==> src/rtl/uart_frame_tx_pkg.sv <==
// Shared definitions for the UART command-frame path: CRC constants, FSM states,
// the 3.5-character silence constant and the CRC-16/MODBUS byte step.
package uart_frame_tx_pkg;

  localparam logic [15:0] CRC16_INIT = 16'hFFFF;
  localparam logic [15:0] CRC16_POLY = 16'hA001;
  localparam int          BYTE3_5    = 30380;

  typedef enum logic [2:0] {
    ST_GAP,
    ST_IDLE,
    ST_ISSUE,
    ST_WAIT_BUSY,
    ST_WAIT_DONE
  } state_e;

  // Reflected polynomial, LSB of the data byte processed first, no final xor.
  function automatic logic [15:0] crc16_step(input logic [15:0] crc, input logic [7:0] data);
    logic [15:0] c;
    c = crc ^ {8'h00, data};
    for (int i = 0; i < 8; i++) begin
      c = c[0] ? ((c >> 1) ^ CRC16_POLY) : (c >> 1);
    end
    return c;
  endfunction

endpackage

==> src/rtl/uart_frame_tx_if.sv <==
// Request and byte-level UART transmit handshake between the frame initiator
// (slave side) and its environment: request source and UART tx (master side).
interface uart_frame_tx_if #(
  parameter int MAX_PAY = 5
);
  logic                   req_valid;
  logic                   req_ready;
  logic [7:0]             req_cmd;
  logic [2:0]             req_len;
  logic [8*MAX_PAY-1:0]   req_payload;
  logic [7:0]             tx_data;
  logic                   tx_int;
  logic                   tx_end;
  logic                   busy;
  logic                   frame_done;

  modport master (
    output req_valid, req_cmd, req_len, req_payload, tx_end,
    input  req_ready, tx_data, tx_int, busy, frame_done
  );

  modport slave (
    input  req_valid, req_cmd, req_len, req_payload, tx_end,
    output req_ready, tx_data, tx_int, busy, frame_done
  );
endinterface

==> src/rtl/uart_frame_tx_crc.sv <==
// One-byte CRC-16/MODBUS update, purely combinational; also usable by the rx CRC path.
module crc16_byte_step
  import uart_frame_tx_pkg::*;
(
  input  logic [15:0] crc_in_i,
  input  logic [7:0]  data_i,
  output logic [15:0] crc_out_o
);

  assign crc_out_o = crc16_step(crc_in_i, data_i);

endmodule

==> src/rtl/uart_frame_tx.sv <==
// Command-frame initiator: takes one request, streams cmd + payload + CRC16 (high byte
// first) into the byte UART transmitter and enforces the inter-frame silence.
module uart_frame_tx
  import uart_frame_tx_pkg::*;
#(
  parameter int MAX_PAY    = 5,
  parameter int GAP_CYCLES = BYTE3_5,
  parameter int BUSY_TO    = 4
) (
  input  logic           clk,
  input  logic           rst,
  uart_frame_tx_if.slave bus
);

  localparam int               GAP_W    = $clog2(GAP_CYCLES + 1);
  localparam int               TO_W     = $clog2(BUSY_TO + 1);
  localparam logic [GAP_W-1:0] GAP_LAST = GAP_W'(GAP_CYCLES - 1);
  localparam logic [TO_W-1:0]  TO_LAST  = TO_W'(BUSY_TO - 1);
  localparam logic [2:0]       MAX_LEN  = 3'(MAX_PAY);

  state_e               state_q;
  logic [GAP_W-1:0]     gap_q;
  logic [TO_W-1:0]      to_q;
  logic [3:0]           idx_q;
  logic [3:0]           total_q;
  logic [2:0]           len_q;
  logic [7:0]           cmd_q;
  logic [8*MAX_PAY-1:0] pay_q;
  logic [15:0]          crc_q;
  logic [7:0]           tx_data_q;
  logic                 tx_int_q;
  logic                 busy_q;
  logic                 done_q;
  logic                 ready_q;

  logic [2:0]  len_clamp;
  logic [3:0]  pay_sel;
  logic [7:0]  pay_byte;
  logic [7:0]  byte_d;
  logic        is_data;
  logic [15:0] crc_d;

  assign len_clamp = (bus.req_len > MAX_LEN) ? MAX_LEN : bus.req_len;

  // Payload goes out most significant byte first: index 1 selects byte len-1.
  always_comb begin
    pay_sel  = {1'b0, len_q} - idx_q;
    pay_byte = 8'h00;
    for (int k = 0; k < MAX_PAY; k++) begin
      if (pay_sel == 4'(k)) pay_byte = pay_q[8*k +: 8];
    end
    is_data = (idx_q <= {1'b0, len_q});
    if (idx_q == 4'd0)                         byte_d = cmd_q;
    else if (is_data)                          byte_d = pay_byte;
    else if (idx_q == {1'b0, len_q} + 4'd1)    byte_d = crc_q[15:8];
    else                                       byte_d = crc_q[7:0];
  end

  crc16_byte_step u_crc (
    .crc_in_i (crc_q),
    .data_i   (byte_d),
    .crc_out_o(crc_d)
  );

  always_ff @(posedge clk) begin
    if (rst) begin
      state_q   <= ST_GAP;
      gap_q     <= '0;
      to_q      <= '0;
      idx_q     <= '0;
      total_q   <= '0;
      len_q     <= '0;
      cmd_q     <= '0;
      pay_q     <= '0;
      crc_q     <= CRC16_INIT;
      tx_data_q <= '0;
      tx_int_q  <= 1'b0;
      busy_q    <= 1'b0;
      done_q    <= 1'b0;
      ready_q   <= 1'b0;
    end else begin
      tx_int_q <= 1'b0;
      done_q   <= 1'b0;
      case (state_q)
        // Any activity on the line restarts the silence count.
        ST_GAP: begin
          if (bus.tx_end) begin
            gap_q <= '0;
          end else if (gap_q == GAP_LAST) begin
            state_q <= ST_IDLE;
            ready_q <= 1'b1;
          end else begin
            gap_q <= gap_q + 1'b1;
          end
        end
        ST_IDLE: begin
          if (bus.req_valid) begin
            ready_q <= 1'b0;
            cmd_q   <= bus.req_cmd;
            pay_q   <= bus.req_payload;
            len_q   <= len_clamp;
            total_q <= {1'b0, len_clamp} + 4'd3;
            idx_q   <= '0;
            busy_q  <= 1'b1;
            state_q <= ST_ISSUE;
          end
        end
        ST_ISSUE: begin
          if (!bus.tx_end) begin
            tx_data_q <= byte_d;
            tx_int_q  <= 1'b1;
            if (is_data) crc_q <= crc_d;
            to_q      <= '0;
            state_q   <= ST_WAIT_BUSY;
          end
        end
        // A UART that never acknowledges must not stall the frame.
        ST_WAIT_BUSY: begin
          if (bus.tx_end || (to_q == TO_LAST)) begin
            state_q <= ST_WAIT_DONE;
          end else begin
            to_q <= to_q + 1'b1;
          end
        end
        ST_WAIT_DONE: begin
          if (!bus.tx_end) begin
            idx_q <= idx_q + 4'd1;
            if (idx_q + 4'd1 < total_q) begin
              state_q <= ST_ISSUE;
            end else begin
              done_q  <= 1'b1;
              busy_q  <= 1'b0;
              crc_q   <= CRC16_INIT;
              gap_q   <= '0;
              state_q <= ST_GAP;
            end
          end
        end
        default: state_q <= ST_GAP;
      endcase
    end
  end

  assign bus.req_ready  = ready_q;
  assign bus.tx_data    = tx_data_q;
  assign bus.tx_int     = tx_int_q;
  assign bus.busy       = busy_q;
  assign bus.frame_done = done_q;

endmodule
==> src/flat_wrapper.sv <==
// flat-port wrapper written by rule: the top's interface ports become plain ports
module uart_frame_tx_flat import uart_frame_tx_pkg::*;
#(
  parameter int MAX_PAY    = 5,
  parameter int GAP_CYCLES = BYTE3_5,
  parameter int BUSY_TO    = 4
)
  (clk, rst, bus_req_valid, bus_req_cmd, bus_req_len, bus_req_payload, bus_tx_end, bus_req_ready, bus_tx_data, bus_tx_int, bus_busy, bus_frame_done);
  uart_frame_tx_if #(.MAX_PAY(MAX_PAY)) bus_i ();
  input  logic clk;
  input  logic rst;
  input wire logic [$bits(bus_i.req_valid)-1:0] bus_req_valid;
  input wire logic [$bits(bus_i.req_cmd)-1:0] bus_req_cmd;
  input wire logic [$bits(bus_i.req_len)-1:0] bus_req_len;
  input wire logic [$bits(bus_i.req_payload)-1:0] bus_req_payload;
  input wire logic [$bits(bus_i.tx_end)-1:0] bus_tx_end;
  output wire logic [$bits(bus_i.req_ready)-1:0] bus_req_ready;
  output wire logic [$bits(bus_i.tx_data)-1:0] bus_tx_data;
  output wire logic [$bits(bus_i.tx_int)-1:0] bus_tx_int;
  output wire logic [$bits(bus_i.busy)-1:0] bus_busy;
  output wire logic [$bits(bus_i.frame_done)-1:0] bus_frame_done;
  assign bus_i.req_valid = bus_req_valid;
  assign bus_i.req_cmd = bus_req_cmd;
  assign bus_i.req_len = bus_req_len;
  assign bus_i.req_payload = bus_req_payload;
  assign bus_i.tx_end = bus_tx_end;
  assign bus_req_ready = bus_i.req_ready;
  assign bus_tx_data = bus_i.tx_data;
  assign bus_tx_int = bus_i.tx_int;
  assign bus_busy = bus_i.busy;
  assign bus_frame_done = bus_i.frame_done;
  uart_frame_tx #(.MAX_PAY(MAX_PAY), .GAP_CYCLES(GAP_CYCLES), .BUSY_TO(BUSY_TO)) u_core (.clk(clk), .rst(rst), .bus(bus_i));
endmodule
==> config.mk <==
export PLATFORM = sky130hd
export DESIGN_NAME = uart_frame_tx_flat
export DESIGN_NICKNAME = d
export VERILOG_FILES = /design/src/rtl/uart_frame_tx_pkg.sv /design/src/rtl/uart_frame_tx_if.sv /design/src/rtl/uart_frame_tx_crc.sv /design/src/rtl/uart_frame_tx.sv /design/src/flat_wrapper.sv
export SDC_FILE = /design/constraint.sdc
export NUM_CORES = 1
export LEC_CHECK = 0
export CORE_ASPECT_RATIO = 1.5
export CORE_MARGIN = 2
export CORE_UTILIZATION = 60
export CTS_BUF_LIST = sky130_fd_sc_hd__clkbuf_8
export DETAILED_ROUTE_END_ITERATION = 10
export PLACE_DENSITY = 0.86
export SLEW_MARGIN = 20
export SYNTH_ARGS = -nofsm -noshare
export SYNTH_HDL_FRONTEND = slang
export SYNTH_HIERARCHICAL = 1
export SYNTH_SLANG_ARGS = --single-unit
export TNS_END_PERCENT = 1
==> constraint.sdc <==
create_clock -name clk -period 8 [get_ports clk]
set_clock_uncertainty 0.2 [all_clocks]
set_input_delay 0.8 -clock clk [delete_from_list [all_inputs] [get_ports clk]]
set_output_delay 0.8 -clock clk [all_outputs]
set_load 0.02 [all_outputs]
=== After elaboration in Yosys (flattened, before gate mapping) ===
Cells that the tools add are included.

* Output and inout bits: 12
* Register bits after elaboration: 108
* Logic and storage cells: 127
* Input bits: 55

* Equality and inequality tests: 21
* Multiplexer cells: 51
* Add/subtract/negate cells: 6
* Reductions and logical operators: 20
* Bitwise operators: 12
* $lt $le $gt $ge: 3

{| class="wikitable"
|+ Operators with widths
! cell !! count
|-
| $mux W16 || 12
|-
| $mux W8 || 8
|-
| $mux W15 || 4
|-
| $pmux W16 S2 || 1
|-
| $pmux W15 S2 || 1
|-
| $mux W3 || 9
|-
| $not A2 Y3 || 8
|-
| $xor A16 B8 Y16 || 1
|-
| $add A15 B1 Y15 const B || 1
|-
| $eq A15 B15 Y1 const B || 1
|-
| $pmux W3 S5 || 1
|-
| $ne A2 B2 Y1 const B || 6
|-
| $reduce_and A4 Y1 || 3
|-
| $reduce_bool A2 Y1 || 5
|-
| $eq A3 B2 Y1 const B || 3
|-
| $eq A4 B2 Y1 const B || 2
|-
| $logic_not A4 Y1 || 2
|-
| $mux W1 || 8
|-
| $mux W4 || 2
|-
| $pmux W4 S2 || 1
|-
| $ne A2 B1 Y1 const B || 3
|-
| $pmux W3 S2 || 1
|-
| $reduce_and A3 Y1 || 2
|-
| $reduce_and A6 Y1 || 1
|-
| 23 further kinds || 27
|}

=== Longest topological paths before layout ===
Gate-level depths: netlist of run 1.

* Depth in word-level cells: 29
* Gate-level depth with buffers: 15
* Gate-level depth less buffers: 14

=== Modules after synthesis ===
The synthesis of run 1 kept the hierarchy.

{| class="wikitable"
|+ Modules (own cells, without submodules)
! module !! instances !! cells each !! seq. area each (sq um) !! area an instance (sq um)
|-
| uart_frame_tx || 1 || 595 || 2162.1 || 4973.5
|-
| crc16_byte_step || 1 || 29 || 0.0 || 291.5
|}

=== Worst setup path before layout of run 1 ===
OpenSTA, ideal clock, no wires.

* Path kind: reg2reg
* Start: register u_core.len_q[0]
* End: register u_core.crc_q[0]
* Arrival time: 3.602 ns
* Stages on the path, launching flop included: 14
* Library setup time: 0.117 ns
* Setup slack: 4.081 ns
* Clock period less this slack: 3.919 ns
* Required time: 7.683 ns
* Buffers on the path: 1
* Path through: dfxtp_1 inv_1 ha_1 fa_1 clkbuf_1 mux4_2 a221o_1 a22oi_1 nor2_1 xnor2_2 xor2_2 xor2_2 xnor3_1 o22a_1

* Cells in the longest elaborated chain, start to end: 22
* Elaborated cells between the ends (all ways): 38
* Classes of those cells: add/sub (2); order compare (1); eq/ne (6); mux (19); bitwise (8); reduce/logical (2)

{| class="wikitable"
|+ Ends and longest elaborated chain
! element !! RTL line !! source
|-
| start: declaration || uart_frame_tx.sv:26 || <nowiki>logic [2:0] len_q;</nowiki>
|-
| start signal: assignment || uart_frame_tx.sv:101 || <nowiki>len_q <= len_clamp;</nowiki>
|-
| $sub A3 B4 Y4 || uart_frame_tx.sv:47 || <nowiki>pay_sel = {1'b0, len_q} - idx_q;</nowiki>
|-
| $logic_not A4 Y1 || uart_frame_tx.sv:50 || <nowiki>if (pay_sel == 4'(k)) pay_byte = pay_q[8*k +: 8];</nowiki>
|-
| $mux W8 (5 in a row) || uart_frame_tx.sv:50 ||
|-
| $mux W8 * || uart_frame_tx.sv:54 || <nowiki>else if (is_data) byte_d = pay_byte;</nowiki>
|-
| $mux W8 * || uart_frame_tx.sv:53 || <nowiki>if (idx_q == 4'd0) byte_d = cmd_q;</nowiki>
|-
| via u_core.byte_d[2] || uart_frame_tx.sv:39 || <nowiki>logic [7:0] byte_d;</nowiki>
|-
| $xor A16 B8 Y16 * || uart_frame_tx_pkg.sv:20 || <nowiki>c = crc ^ {8'h00, data};</nowiki>
|-
| $mux W16 * || uart_frame_tx_pkg.sv:22 || <nowiki>c = c[0] ? ((c >> 1) ^ CRC16_POLY) : (c >> 1);</nowiki>
|-
| $not A2 Y3 (no line) || -- ||
|-
| $mux W16 * (7 in a row) || uart_frame_tx_pkg.sv:22 ||
|-
| via u_core.crc_d[0] || uart_frame_tx.sv:41 || <nowiki>logic [15:0] crc_d;</nowiki>
|-
| $mux W16 * || uart_frame_tx.sv:112 || <nowiki>if (is_data) crc_q <= crc_d;</nowiki>
|-
| $mux W16 * || uart_frame_tx.sv:109 || <nowiki>if (!bus.tx_end) begin</nowiki>
|-
| $pmux W16 S2 * || uart_frame_tx.sv:84 || <nowiki>case (state_q)</nowiki>
|-
| end signal: assignment || uart_frame_tx.sv:112 ||
|-
| end: declaration || uart_frame_tx.sv:29 || <nowiki>logic [15:0] crc_q;</nowiki>
|}

Mark *: on every way through the listed nets, which the timed path passes. The rest lies on a longest branch. The select of a mux whose other input is x is not followed.
A chain may end at the register's enable or synchronous reset.

=== Worst setup path in the final report of run 1 ===
* Start: register u_core.len_q[0]
* End: register u_core.crc_q[0]

* Cells in the longest elaborated chain, start to end: 22
* Elaborated cells between the ends (all ways): 38
* Classes of those cells: add/sub (2); order compare (1); eq/ne (6); mux (19); bitwise (8); reduce/logical (2)

{| class="wikitable"
|+ Ends and longest elaborated chain
! element !! RTL line
|-
| $sub A3 B4 Y4 || uart_frame_tx.sv:47
|-
| $logic_not A4 Y1 || uart_frame_tx.sv:50
|-
| $mux W8 (5 in a row) || uart_frame_tx.sv:50
|-
| $mux W8 * || uart_frame_tx.sv:54
|-
| $mux W8 * || uart_frame_tx.sv:53
|-
| via u_core.byte_d[6] || uart_frame_tx.sv:39
|-
| $xor A16 B8 Y16 * || uart_frame_tx_pkg.sv:20
|-
| $mux W16 * (5 in a row) || uart_frame_tx_pkg.sv:22
|-
| $not A2 Y3 (no line) || --
|-
| $mux W16 * (3 in a row) || uart_frame_tx_pkg.sv:22
|-
| via u_core.crc_d[0] || uart_frame_tx.sv:41
|-
| $mux W16 * || uart_frame_tx.sv:112
|-
| $mux W16 * || uart_frame_tx.sv:109
|-
| $pmux W16 S2 * || uart_frame_tx.sv:84
|}

Marked as above.

==> results.md, run 1 <==
* Vias per cell at 5.85
* Pin count of the biggest net entering global routing at 79
* TritonCTS clock tree: yes
* Ys async rst share at 0%
* Row count at 41
* Count leader, synth: nand2_1
* Die X at 80.5 um
* Tot GR Track Use at 26.8%
* CP required at 8.06 ns
* Post-synthesis simple-gate area fraction at 19.6%
* Cts hold-fix bufs at 0
* Core Area at 0.00846 mm2
* Seq pwr share at 56.3%
* Worst VDD drop at 113 uV
* GP Congestion at 0.927
* Crit Path Class: register to register
* I/O pins at 67
* Die height at 119 um
* Clock-pin transition on the worst setup and hold timing paths at 0.10 ns
* Clk Latency, worst-skew pair at 0.37 ns
* Synth cell types at 60
* Fraction of layout cells with a size suffix above 1 at 6.73%
* Starting density of the core at 62.2%
* Initial drt markers at 385
* Routed Antenna Nets at 0
* Sw Pwr at 210 uW
* Leak at 2.17 nW
* Syn avg cell area at 8.44 um2
* XOR/XNOR Fraction of Synth Area at 7.65%
* Maxcap violations at 0
* Vias in the first global route at 4,445
* Multiplexer share of the synthesized area at 3.97%
* Clock sinks at 108
* Hold WC Path Type: register to register
* Synthesis-to-finish area growth at 16.3%
* Hold path cells at 2
* ANT cells at 0
* RSZ-0062 raised after global routing: no
* CP Capture Type: register
* Max Slew Vio Count at 0
* Final hold vios at 0
* Max_slew headroom at 32.3%
* Synth Cell Area at 0.00527 mm2
* DR DRC count at 0
* Total Die Area at 0.00956 mm2
* Post-Syn Instances at 624
* Clk root buf: clkbuf_8
* Synth warn at 6
* Power density cells at 158 mW/mm2
* Internal power at 760 uW
* Synth Flop Type: dfxtp_1
* Cell taking the most area after synthesis: dfxtp_1
* Grt ovf at 0
* Tmin final at 4.49 ns
* Complex-gate fraction of the synthesized area at 19.8%
* Num CTS Buffers at 9
* R2R depth at 13
* # setup viols final at 0
* First-pass GRT wire length at 20.3 mm
* Setup TNS at 0 ns
* Highest clock rate at 223 MHz
* Top-area cell type share of the netlist area at 41.1%
* Worst Tran Pin Value at 1.01 ns
* Vias after detailed routing at 4,540
* CP arrival at 4.55 ns
* H-Tree Level Count at 3
* Syn Nets at 693
* DR pass1 iterations at 5
* Largest family of logic cells by synthesized area: compound AO/OA/AOI/OAI gates
* Count of state elements after synthesis at 108
* Routed WL per cell at 15.7 um
* # resized after CTS at 0
* Synth top cells by count: nand2_1, dfxtp_1, a21oi_1
* Port Buffers at 66
* WHS at 0.259 ns
* Nets at 733
* CP Max Fanout at 16
* Routed wire length at 12.2 mm
* Sequential share of the synthesized area at 41.1%
* Net Sw Frac at 21.7%
* Adder-cell share of the synthesized area at 3.47%
* Initial antenna violation count at 0
* Top post-synthesis cells by area: dfxtp_1, nand2_1, a21oi_1
* Bufs on Longest Clock Path at 2
* Post-CTS setup repair buffer count at 0
* Outcome: finished clean
* Comb power frac at 6.7%
* HPWL after detailed placement at 8.90 mm
* Final cycle utilization of the critical path at 56.1%
* Clock power share at 37.1%
* EDFF count, synth at 0
* Critical Path Source Type: register
## power groups by stage
stage               combinational, mW  sequential, mW  clock (mW)
global route                   0.0709           0.547       0.383
floorplan                      0.0312           0.557           0
CTS                            0.0645           0.546       0.364
global placement               0.0627           0.558           0
detailed placement             0.0640           0.558           0
finish                         0.0645           0.546       0.360
## worst max-delay path: stages, from the launching register on
cell and delay (ns):
dfxtp_1 0.38, inv_1 0.05, ha_1 0.20, fa_1 0.40, xor2_1 0.78, nor2_1 0.27, a221o_1 0.42, a22oi_1 0.25
nor2_1 0.09, xnor2_1 0.40, xnor2_1 0.19, xnor2_1 0.28, xnor3_1 0.25, o22a_1 0.22
## kinds of logic (layout without fill, tap and decap cells)
family                     count (synthesis)  in the layout
and+or+nand+nor                          234            234
AOI/OAI and AO/OA                        157            157
DFF                                      108            108
buffers and inverters                     56            101
xor gates and xnor gates                  41             41
adders and majority gates                 14             14
muxes                                     14             14
## metrics by stage
step                cells  setup slack, ns  instance area (um2)  total power [mW]  util (%)
detailed placement    760             3.63                 5900             0.622      69.7
floorplan             624             4.08                 5270             0.588         -
global route          776             3.18                 6120              1.00      72.3
finish                776             3.51                 6120             0.970      72.3
CTS                   776             3.57                 6120             0.974      72.3
global placement      760             3.76                 5900             0.621      69.7
## layout by cell type, fill, tap and decap left out, drive strengths merged, types with 4 or more instances in the layout
master and instances:
or3 4, a31oi 4, a22oi 8, clkdlybuf4s50 65, o22a 16, inv 19, dfxtp 108, mux2i 4
nand3 9, mux4 5, a221o 9, xnor2 23, nor3 4, mux2 5, ha 13, or2 5
xor2 17, o211ai 7, clkbuf 10, o21ai 20, nor2 60, a21oi 69, o31ai 6, nand2b 4
nand2 126
## path summary, 6_finish.rpt
| check | startpoint | endpoint | slack (ns) |
|---|---|---|---|
| setup / recovery | u_core/len_q[0] | u_core/crc_q[0] | 3.51 |
| hold / removal | u_core/cmd_q[3] | u_core/cmd_q[3] | 0.26 |
| setup reg to reg | u_core/len_q[0] | u_core/crc_q[0] | 3.51 |
| hold reg to reg | u_core/cmd_q[3] | u_core/cmd_q[3] | 0.26 |
## cell type report
| type | count | area (um2) |
|---|---|---|
| multi-input cells | 460 | 2870 |
| fillers | 646 | 2340 |
| flip-flops and latches | 108 | 2160 |
| repair buffers | 68 | 671 |
| clock buffers | 10 | 138 |
| well taps | 107 | 134 |
| clock inverters | 6 | 80.1 |
| inverters | 17 | 63.8 |
## state kept, by name, summed over array words and instances (netlist names), 3 cells and up
name,cells
u_core/bus.tx_data,8
u_core/cmd_q,8
u_core/crc_q,16
u_core/gap_q,15
u_core/idx_q,4
u_core/len_q,3
u_core/pay_q,40
u_core/state_q,3
u_core/to_q,3
u_core/total_q,4
## per-layer routing
layer / global-route usage [%] / part of all wire (%)
met5: 0 / 0
met4: 13.1 / 3.7
met3: 4.66 / 3.9
met2: 47.1 / 54
met1: 30.4 / 38
(Power assumes the default switching activity.)
==> inputs of run 2 (changes only) <==
- CORE_UTILIZATION: 60 -> 57
- PLACE_DENSITY: 0.86 -> 0.82
- clock period: 8 -> 4.43 ns (I/O delays scaled with it)
==> results.md, run 2 (same netlist as run 1, synthesis figures left out) <==
* Largest registers: u_core/pay_q (40), u_core/crc_q (16), u_core/gap_q (15)
* Highest-count cells in the layout ignoring fill and taps: nand2_1, dfxtp_1, a21oi_1, clkdlybuf4s50_1, nor2_1
* First-pass GRT wire length at 19.5 mm
* Power density cells at 292 mW/mm2
* ANT cells at 0
* R2R depth at 14
* Routed Antenna Nets at 0
* Hold Path Sink: u_core/total_q[2]
* Largest register FFs at 40
* I/O pins at 67
* Die height at 122 um
* Clk Latency, worst-skew pair at 0.38 ns
* Routed wire length at 11.9 mm
* Initial antenna violation count at 0
* Clk root buf: clkbuf_8
* RR Startpoint: u_core/len_q[0]
* HPWL after detailed placement at 9.02 mm
* Final hold vios at 0
* Leak at 2.19 nW
* CP Capture Type: register
* Max_slew headroom at 49.0%
* Worst min-delay path startpoint: u_core/total_q[2]
* # setup viols final at 0
* Clock sinks at 108
* Dpl cell area at 0.00594 mm2
* TritonCTS clock tree: yes
* Final cycle utilization of the critical path at 91.5%
* GP Congestion at 0.961
* Port Buffers at 66
* Critical Path Source Type: register
* Pre-CTS setup slack at 0.250 ns
* Vias after detailed routing at 4,564
* Nets at 737
* Grt ovf at 0
* Synthesis-to-finish area growth at 17.4%
* Vias per cell at 5.81
* Bufs on Longest Clock Path at 2
* Max Slew Vio Count at 0
* Row count at 43
* CP arrival at 4.14 ns
* Worst VDD drop at 242 uV
* H-Tree Level Count at 3
* RSZ-0062 raised after global routing: no
* RR Endpoint: u_core/crc_q[0]
* Commonest non-fill, non-tap cell in the layout: nand2_1
* Biggest register: u_core/pay_q
* Outcome: finished clean
* Highest clock rate at 247 MHz
* Core Area at 0.00909 mm2
* Crit Path Class: register to register
* Hold WC Path Type: register to register
* Post-route cell area at 0.00618 mm2
* Die X at 82.5 um
* Hold path cells at 2
* Num CTS Buffers at 9
* DR pass1 iterations at 5
* Fraction of layout cells with a size suffix above 1 at 7.73%
* Pin count of the biggest net entering global routing at 78
* DR DRC count at 0
* CP required at 4.51 ns
* Routed WL per cell at 15.2 um
* Initial drt markers at 330
* Total Die Area at 0.0100 mm2
* R2r setup slk at 0.38 ns
* Clock-pin transition on the worst setup and hold timing paths at 0.09 ns
* Setup TNS at 0 ns
* Maxcap violations at 0
* Final worst setup slack at 0.376 ns
* CP Max Fanout at 8
* Tmin final at 4.05 ns
* Worst Tran Pin Value at 0.764 ns
* Starting density of the core at 57.9%
* Tot GR Track Use at 25.0%
* Vias in the first global route at 4,346
-- run 2: layout make-up --
type / instances / area, um2
flip-flops and latches: 108 / 2160
fillers: 757 / 2910
clock inverters: 7 / 115
multi-input cells: 460 / 2880
clock buffers: 9 / 124
repair buffers: 72 / 701
inverters: 17 / 63.8
well taps: 112 / 140
-- run 2: repair_timing --
action	CTS	global route
buffers inserted	0	0
endpoints found under the hold margin	0	0
hold buffers	0	0
setup endpoints to repair	0	1
resized for setup	0	1
-- run 2: worst max path at each step --
stage	startpoint	endpoint	slack, ns
after floorplan	u_core/len_q[0]	u_core/crc_q[0]	0.51
after global placement	u_core/len_q[0]	u_core/crc_q[0]	0.45
after detailed placement	u_core/len_q[0]	u_core/crc_q[0]	0.25
after CTS	u_core/len_q[0]	u_core/crc_q[0]	0.23
after global routing	u_core/len_q[0]	u_core/crc_q[0]	0.12
final	u_core/len_q[0]	u_core/crc_q[0]	0.38
-- run 2: critical path, stage by stage (launching register included) --
cell and delay [ns]:
dfxtp_1 0.39, inv_1 0.06, ha_1 0.21, fa_2 0.35, a21bo_1 0.18, a21oi_1 0.07, or2_1 0.30, or4_1 0.54
o21ai_1 0.20, or2_2 0.14, xor2_1 0.23, xnor2_1 0.22, xor2_2 0.27, xnor3_1 0.36, o22a_1 0.21
-- run 2: per-layer routing --
metal | GRT usage [%] | part of all wire, % | wire length, um | vias to the layer above
met5 | 0 | 0 | 0 | -
met4 | 12.5 | 3.7 | 440 | 0
met3 | 2.74 | 3.0 | 361 | 33
met2 | 45.2 | 53 | 6380 | 109
met1 | 28.0 | 40 | 4740 | 2172
li1 | - | - | - | 2250
-- run 2: per-stage QoR --
stage | total power [mW] | cells | util, % | hold slack, ns
after floorplan | 1.06 | 624 | - | 0.231
after CTS | 1.81 | 785 | 67.9 | 0.260
after global routing | 1.86 | 785 | 68.0 | 0.285
after global placement | 1.12 | 769 | 65.3 | 0.243
final | 1.80 | 785 | 68.0 | 0.256
after detailed placement | 1.12 | 769 | 65.3 | 0.246
-- run 2: report_power, final --
part           switching [mW]  total, mW  internal, mW
Clock                   0.328      0.701         0.373
Sequential            0.00786      0.986         0.978
Combinational          0.0514      0.117        0.0657
